==> src/rtl/nibble_cpu_gen2.sv <==
// nibble_cpu_gen2: nibble-serial CPU with DATA_W-bit A/B registers, ADDR_W-bit PC,
// carry flag and a circular return stack. Memory is external, one nibble per
// address, read combinationally through din.
//
// state   | meaning
// --------+------------------------------------------------------------
// FETCH   | idle cycle between instructions (skipped when fast=1)
// OP      | opcode nibble on din; ALU ops execute here
// SUB     | sub-op nibble after opcode 8
// ADR     | collecting address nibbles, MSB first; resolves on the last
// LD      | reading data nibbles from tmp+k into A or B, MSB first
// ST      | writing data nibbles of A or B to tmp+k, MSB first
module nibble_cpu_gen2 #(
  parameter int DATA_W  = 8,
  parameter int ADDR_W  = 8,
  parameter int STACK_D = 4
) (
  input  logic              clk,
  input  logic              rst_n,
  input  logic [3:0]        din,
  input  logic              fast,
  output logic [ADDR_W-1:0] addr,
  output logic [3:0]        dout,
  output logic              we,
  output logic              op_fetch,
  output logic              stk_err
);

  localparam int ND  = DATA_W / 4;
  localparam int NA  = (ADDR_W + 3) / 4;
  localparam int SW  = $clog2(DATA_W);
  localparam int KW  = (ND > 1) ? $clog2(ND) : 1;
  localparam int CW  = (NA > 1) ? $clog2(NA) : 1;
  localparam int PW  = (STACK_D > 1) ? $clog2(STACK_D) : 1;
  localparam int SPW = $clog2(STACK_D + 1);

  localparam logic [2:0] S_FETCH = 3'd0;
  localparam logic [2:0] S_OP    = 3'd1;
  localparam logic [2:0] S_SUB   = 3'd2;
  localparam logic [2:0] S_ADR   = 3'd3;
  localparam logic [2:0] S_LD    = 3'd4;
  localparam logic [2:0] S_ST    = 3'd5;

  // ir holds the pending opcode while in ADR/LD/ST; CALL is tagged as 8,
  // which can never be a pending top-level opcode since 8 always means SUB.
  localparam logic [3:0] IR_CALL = 4'h8;

  logic [2:0]        state;
  logic [ADDR_W-1:0] pc;
  logic [DATA_W-1:0] a_q, b_q;
  logic              c_q;
  logic [ADDR_W-1:0] tmp;
  logic [3:0]        ir;
  logic [CW-1:0]     cnt;
  logic [KW-1:0]     k;
  logic [SPW-1:0]    sp;
  logic [PW-1:0]     wp;
  logic [ADDR_W-1:0] stack_q [STACK_D];

  logic [ADDR_W-1:0] pc_inc;
  logic [ADDR_W+3:0] tmp_cat;
  logic [ADDR_W-1:0] tgt;
  logic              adr_last, data_last;
  logic [2:0]        end_state;
  logic [PW-1:0]     wp_inc, wp_dec;
  logic              push_en;
  logic [SW-1:0]     shamt;
  logic [DATA_W:0]   sum_add, sum_adc;
  logic [DATA_W-1:0] alu_a;
  logic              alu_c;
  logic [DATA_W-1:0] st_reg, ld_val;
  logic [KW-1:0]     nib_idx;
  logic [3:0]        st_nib;

  assign pc_inc    = pc + 1'b1;
  assign tmp_cat   = {tmp, din};
  assign tgt       = tmp_cat[ADDR_W-1:0];
  assign adr_last  = (cnt == CW'(NA - 1));
  assign data_last = (k == KW'(ND - 1));
  assign end_state = fast ? S_OP : S_FETCH;
  assign wp_inc    = (wp == PW'(STACK_D - 1)) ? '0 : wp + 1'b1;
  assign wp_dec    = (wp == '0) ? PW'(STACK_D - 1) : wp - 1'b1;
  assign push_en   = (state == S_ADR) && adr_last && (ir == IR_CALL);

  assign shamt   = b_q[SW-1:0];
  assign sum_add = {1'b0, a_q} + {1'b0, b_q};
  assign sum_adc = sum_add + {{DATA_W{1'b0}}, c_q};

  // ALU result for the opcode on din; shifts by >= DATA_W fall out of the
  // native shift semantics as zero or sign fill.
  always_comb begin
    alu_a = a_q;
    alu_c = c_q;
    case (din[2:0])
      3'd0: alu_a = -a_q;
      3'd1: alu_a = a_q & b_q;
      3'd2: alu_a = a_q | b_q;
      3'd3: alu_a = a_q ^ b_q;
      3'd4: alu_a = a_q << shamt;
      3'd5: alu_a = a_q >> shamt;
      3'd6: alu_a = $unsigned($signed(a_q) >>> shamt);
      default: begin
        alu_a = sum_add[DATA_W-1:0];
        alu_c = sum_add[DATA_W];
      end
    endcase
  end

  // Nibble select/replace for LD/ST: nibble ND-1-k lives at address tmp+k.
  always_comb begin
    st_reg  = ir[0] ? b_q : a_q;
    nib_idx = KW'(ND - 1) - k;
    st_nib  = st_reg[{nib_idx, 2'b00} +: 4];
    ld_val  = st_reg;
    ld_val[{nib_idx, 2'b00} +: 4] = din;
  end

  // Main sequencer and architectural registers.
  always_ff @(posedge clk or negedge rst_n) begin
    if (!rst_n) begin
      state   <= S_FETCH;
      pc      <= '0;
      a_q     <= '0;
      b_q     <= '0;
      c_q     <= 1'b0;
      tmp     <= '0;
      ir      <= '0;
      cnt     <= '0;
      k       <= '0;
      sp      <= '0;
      wp      <= '0;
      stk_err <= 1'b0;
    end else begin
      case (state)
        S_FETCH: state <= S_OP;
        S_OP: begin
          pc <= pc_inc;
          if (!din[3]) begin
            a_q   <= alu_a;
            c_q   <= alu_c;
            state <= end_state;
          end else if (din == 4'h8) begin
            state <= S_SUB;
          end else begin
            ir    <= din;
            cnt   <= '0;
            state <= S_ADR;
          end
        end
        S_SUB: begin
          pc    <= pc_inc;
          state <= end_state;
          case (din)
            4'h1: begin
              ir    <= IR_CALL;
              cnt   <= '0;
              state <= S_ADR;
            end
            4'h2: begin
              if (sp == '0) begin
                stk_err <= 1'b1;
              end else begin
                pc <= stack_q[wp_dec];
                sp <= sp - 1'b1;
                wp <= wp_dec;
              end
            end
            4'h3: begin
              a_q <= b_q;
              b_q <= a_q;
            end
            4'h4: c_q <= 1'b0;
            4'h5: begin
              a_q <= sum_adc[DATA_W-1:0];
              c_q <= sum_adc[DATA_W];
            end
            default: ;
          endcase
        end
        S_ADR: begin
          pc  <= pc_inc;
          tmp <= tgt;
          cnt <= cnt + 1'b1;
          if (adr_last) begin
            k     <= '0;
            state <= end_state;
            case (ir)
              4'h9: if (a_q == b_q) pc <= pc_inc + tgt;
              4'hA: if (a_q <= b_q) pc <= pc_inc + tgt;
              4'hB: pc <= tgt;
              IR_CALL: begin
                pc <= tgt;
                wp <= wp_inc;
                if (sp == SPW'(STACK_D)) stk_err <= 1'b1;
                else                     sp <= sp + 1'b1;
              end
              4'hC, 4'hD: state <= S_LD;
              4'hE, 4'hF: state <= S_ST;
              default: ;
            endcase
          end
        end
        S_LD: begin
          if (ir[0]) b_q <= ld_val;
          else       a_q <= ld_val;
          k <= k + 1'b1;
          if (data_last) state <= end_state;
        end
        S_ST: begin
          k <= k + 1'b1;
          if (data_last) state <= end_state;
        end
        default: state <= S_FETCH;
      endcase
    end
  end

  // Return-stack storage; a push at full depth overwrites the oldest entry.
  always_ff @(posedge clk) begin
    if (push_en) stack_q[wp] <= pc_inc;
  end

  assign addr     = (state == S_LD || state == S_ST) ? tmp + ADDR_W'(k) : pc;
  assign we       = (state == S_ST);
  assign dout     = (state == S_ST) ? st_nib : 4'h0;
  assign op_fetch = (state == S_OP);

endmodule

==> config.mk <==
export PLATFORM = sky130hd
export DESIGN_NAME = nibble_cpu_gen2
export DESIGN_NICKNAME = d
export VERILOG_FILES = /design/src/rtl/nibble_cpu_gen2.sv
export SDC_FILE = /design/constraint.sdc
export NUM_CORES = 1
export LEC_CHECK = 0
export BUFFER_PORTS_ARGS = -buffer_cell sky130_fd_sc_hd__buf_2
export CAP_MARGIN = 30
export CORE_MARGIN = 3
export CORE_UTILIZATION = 55
export DETAILED_ROUTE_END_ITERATION = 8
export HOLD_SLACK_MARGIN = 0.03
export PLACE_DENSITY = 0.75
export SKIP_CTS_REPAIR_TIMING = 1
export SLEW_MARGIN = 20
export SYNTH_ARGS = -nofsm -noshare
export SYNTH_HDL_FRONTEND = slang
export SYNTH_SLANG_ARGS = --single-unit
==> constraint.sdc <==
create_clock -name clk -period 2.75 [get_ports clk]
set_input_delay 0.275 -clock clk [delete_from_list [all_inputs] [get_ports clk]]
set_output_delay 0.275 -clock clk [all_outputs]
set_load 0.01 [all_outputs]
==> metrics.yaml <==
outcome:
  status: "finished, final reports clean"
critical_path:
  critPathArrivalTime_ns: 2.93
  required_ns: 2.96
  crit_path_cell_trace: "inv_1, ha_2, nor4_4, nand2_2, a21o_1, a211o_1, a21oi_2, a2bb2oi_1, o221ai_1"
  end_kind: "flip-flop"
  reg2reg_depth: 9
  rrSetupSlack_ns: 0.03
  max_stage_delay_ns: 0.39
  cp-start-kind: "flip-flop"
  worstSetupPathType: "flip-flop to flip-flop"
  cp_slowest_cell: "dfrtp_1"
  crit_cells: 9
  worst-path-buf-inv: 1
  critPathMaxFanout: 8
  crit_family: "compound AO/OA/AOI/OAI gates"
timing:
  clock.fmax_mhz: 367
  hold_violations: 0
  setup_viol: 0
  worst_pin_slew_ns: 0.736
  max_slew_margin: 0.509
  fin_crit_sh: 0.990
  fin_ws_ns: 0.0276
  skew_ns: 0.0115
  fin_crit_ns: 2.72
  slew_viol_final: 0
drt:
  vias: 6518
  drt_pre_antenna_iters: 8
  route.detailed.wl_per_inst_um: 21.4
  drc: 0
  drt_iter0_drc: 748
  postRouteAntennaNets: 0
  wl_um: 21500
  viasPerCell: 6.50
placed_design:
  portBuffers: 21
  place_hpwl_um: 15700
  post-place-ws_ns: -0.0537
  gp_congestion: 1.03
yosys:
  syn_inst: 793
  yosysTopAreaCell: "dfrtp_1"
  yosysSeqAreaShare: 0.318
  async_reset_ff_frac: 0.600
  synthTopCellsByCount: "nand2_1, nor2_1, o21ai_0, a21oi_1, dfrtp_1"
  synth_top_cell_area_share: 0.177
  synth_edf_count: 32
  ys_top_cells_by_area: "dfrtp_1, edfxtp_1, ha_1"
  syn_nets: 845
  netlist-cell-type-count: 71
  ys_ff_latch: 80
  yosysWarnings: 0
  synth_area_mm2: 0.00679
  synth_most_common_cell: "nand2_1"
  synth_ff_type: "dfrtp_1"
  syn_avg_cell_area_um2: 8.56
worst_hold_path:
  hold_path_class: "input pin to flip-flop"
  holdPathStages: 3
floorplan:
  die_area_mm2: 0.0137
  rows: 39
  core-area_mm2: 0.0118
  start_util: 0.577
  pin_count: 22
  die_h_um: 117
  die_x_um: 117
cells_and_area:
  multiInputGateArea_mm2: 0.00436
  seq_area_mm2: 0.00217
  syn2layout_area_growth_pct: 14.6
  layout-drive-gt1-share: 0.186
  finalNetCount: 886
  fill_cells: 971
  n_antenna_cell: 0
clock_network:
  cts_tree: "built"
  clkTransAtPathRegs_ns: 0.07
  clock_sinks: 80
  cts-root-buf: "clkbuf_16"
  cts_max_level: 3
  clockBufferDepth: 2
  clk_latency_ns: 0.35
  cts_buffers: 9
grt:
  grt_pass1_vias: 5999
  overflow: 0
  grt_usage: 0.322
  grt_pass1_wl_um: 33500
  antenna_found_initial: 0
  grt_max_degree: 31
power:
  p_leak_nw: 3.29
  powerDensity_mw_per_mm2: 1440
  power.total_mw: 11.2
  peakVddDrop_uv: 742
flow_run:
  cap_violations: 0
-- routing by layer --
metal | GRT usage | vias to the layer above | wire [um]
li1 | - | 2980 | -
met1 | 0.497 | 3110 | 9550
met2 | 0.465 | 397 | 9210
met3 | 0.0627 | 31 | 2400
met4 | 0.0765 | 0 | 298
met5 | 0 | - | 0
-- worst paths after layout --
path | to | from
worst max-delay path | pc[5] | a_q[3]
max in group asynchronous | pc[2] | rst_n
worst min register to register | tmp[7] | tmp[7]
worst max register to register | pc[5] | a_q[3]
min in group asynchronous | b_q[3] | rst_n
worst min-delay path | tmp[0] | din[0]
-- worst register-to-register path: cells and delay by family (launching register included) --
kind / cells / cell delay [ns]
AOI/OAI and AO/OA: 5 / 1.09
buffers and inverters: 1 / 0.17
DFF: 1 / 0.39
and+or+nand+nor: 2 / 0.54
adders and majority gates: 1 / 0.39
-- power breakdown --
part / leakage [nW] / internal, mW / switching [mW]
clock network: 0.149 / 0.722 / 0.557
logic: 2.28 / 3.22 / 4.53
registers: 0.862 / 1.70 / 0.451
total: 3.29 / 5.64 / 5.54
-- flip-flops by register name, summed over array words and instances (netlist names) --
name,cells
stack_q,32
a_q,8
b_q,8
pc,8
tmp,8
ir,4
sp,3
state,3
wp,2
adr_last,1
c_q,1
data_last,1
stk_err,1
-- cell usage in the layout (no fill, tap or decap), drive strengths merged, types with 7 or more instances in the layout --
cell    count
a21oi      52
edfxtp     32
nand3      23
a211oi     13
a31oi       9
o21ai      55
mux2i      15
mux4       18
clkbuf      9
nand2b     10
inv        34
buf        87
ha         42
nand2     102
nor2b      11
dfrtp      48
nor2       79
o31ai       7
a221oi     12
and2        9
nor3       15
xor2       14
nand4       8
xnor2      22
o211ai     10
-- area by class of cell --
class                   instances  share of cell area
well taps                     164              0.0264
clock inverters                 7              0.0108
multi-input cells             624               0.561
inverters                      31              0.0149
clock buffers                   9              0.0289
repair buffers                 88              0.0801
flip-flops and latches         80               0.278
-- cells by family after synthesis --
kind of cell | share of synthesized area
AO/OA/AOI/OAI | 0.207
XOR/XNOR | 0.0464
adder cells (fa/ha/maj) | 0.0862
buffers and inverters | 0.0531
flip-flops | 0.318
multiplexers | 0.0884
AND/OR/NAND/NOR | 0.201
-- stage by stage --
stage / setup TNS [ns] / utilization / area (um^2) / std cells / hold WS (ns)
after floorplan: 0 / - / 6800 / 793 / -0.0206
after global placement: 0 / 0.625 / 7350 / 983 / 0.0941
after detailed placement: -0.0537 / 0.625 / 7350 / 983 / 0.0932
after CTS: -0.0586 / 0.651 / 7660 / 999 / -0.277
after global routing: -0.0573 / 0.662 / 7780 / 1003 / 0.250
final: 0 / 0.662 / 7780 / 1003 / 0.258
Note: power is estimated with default switching activity, not from simulation.
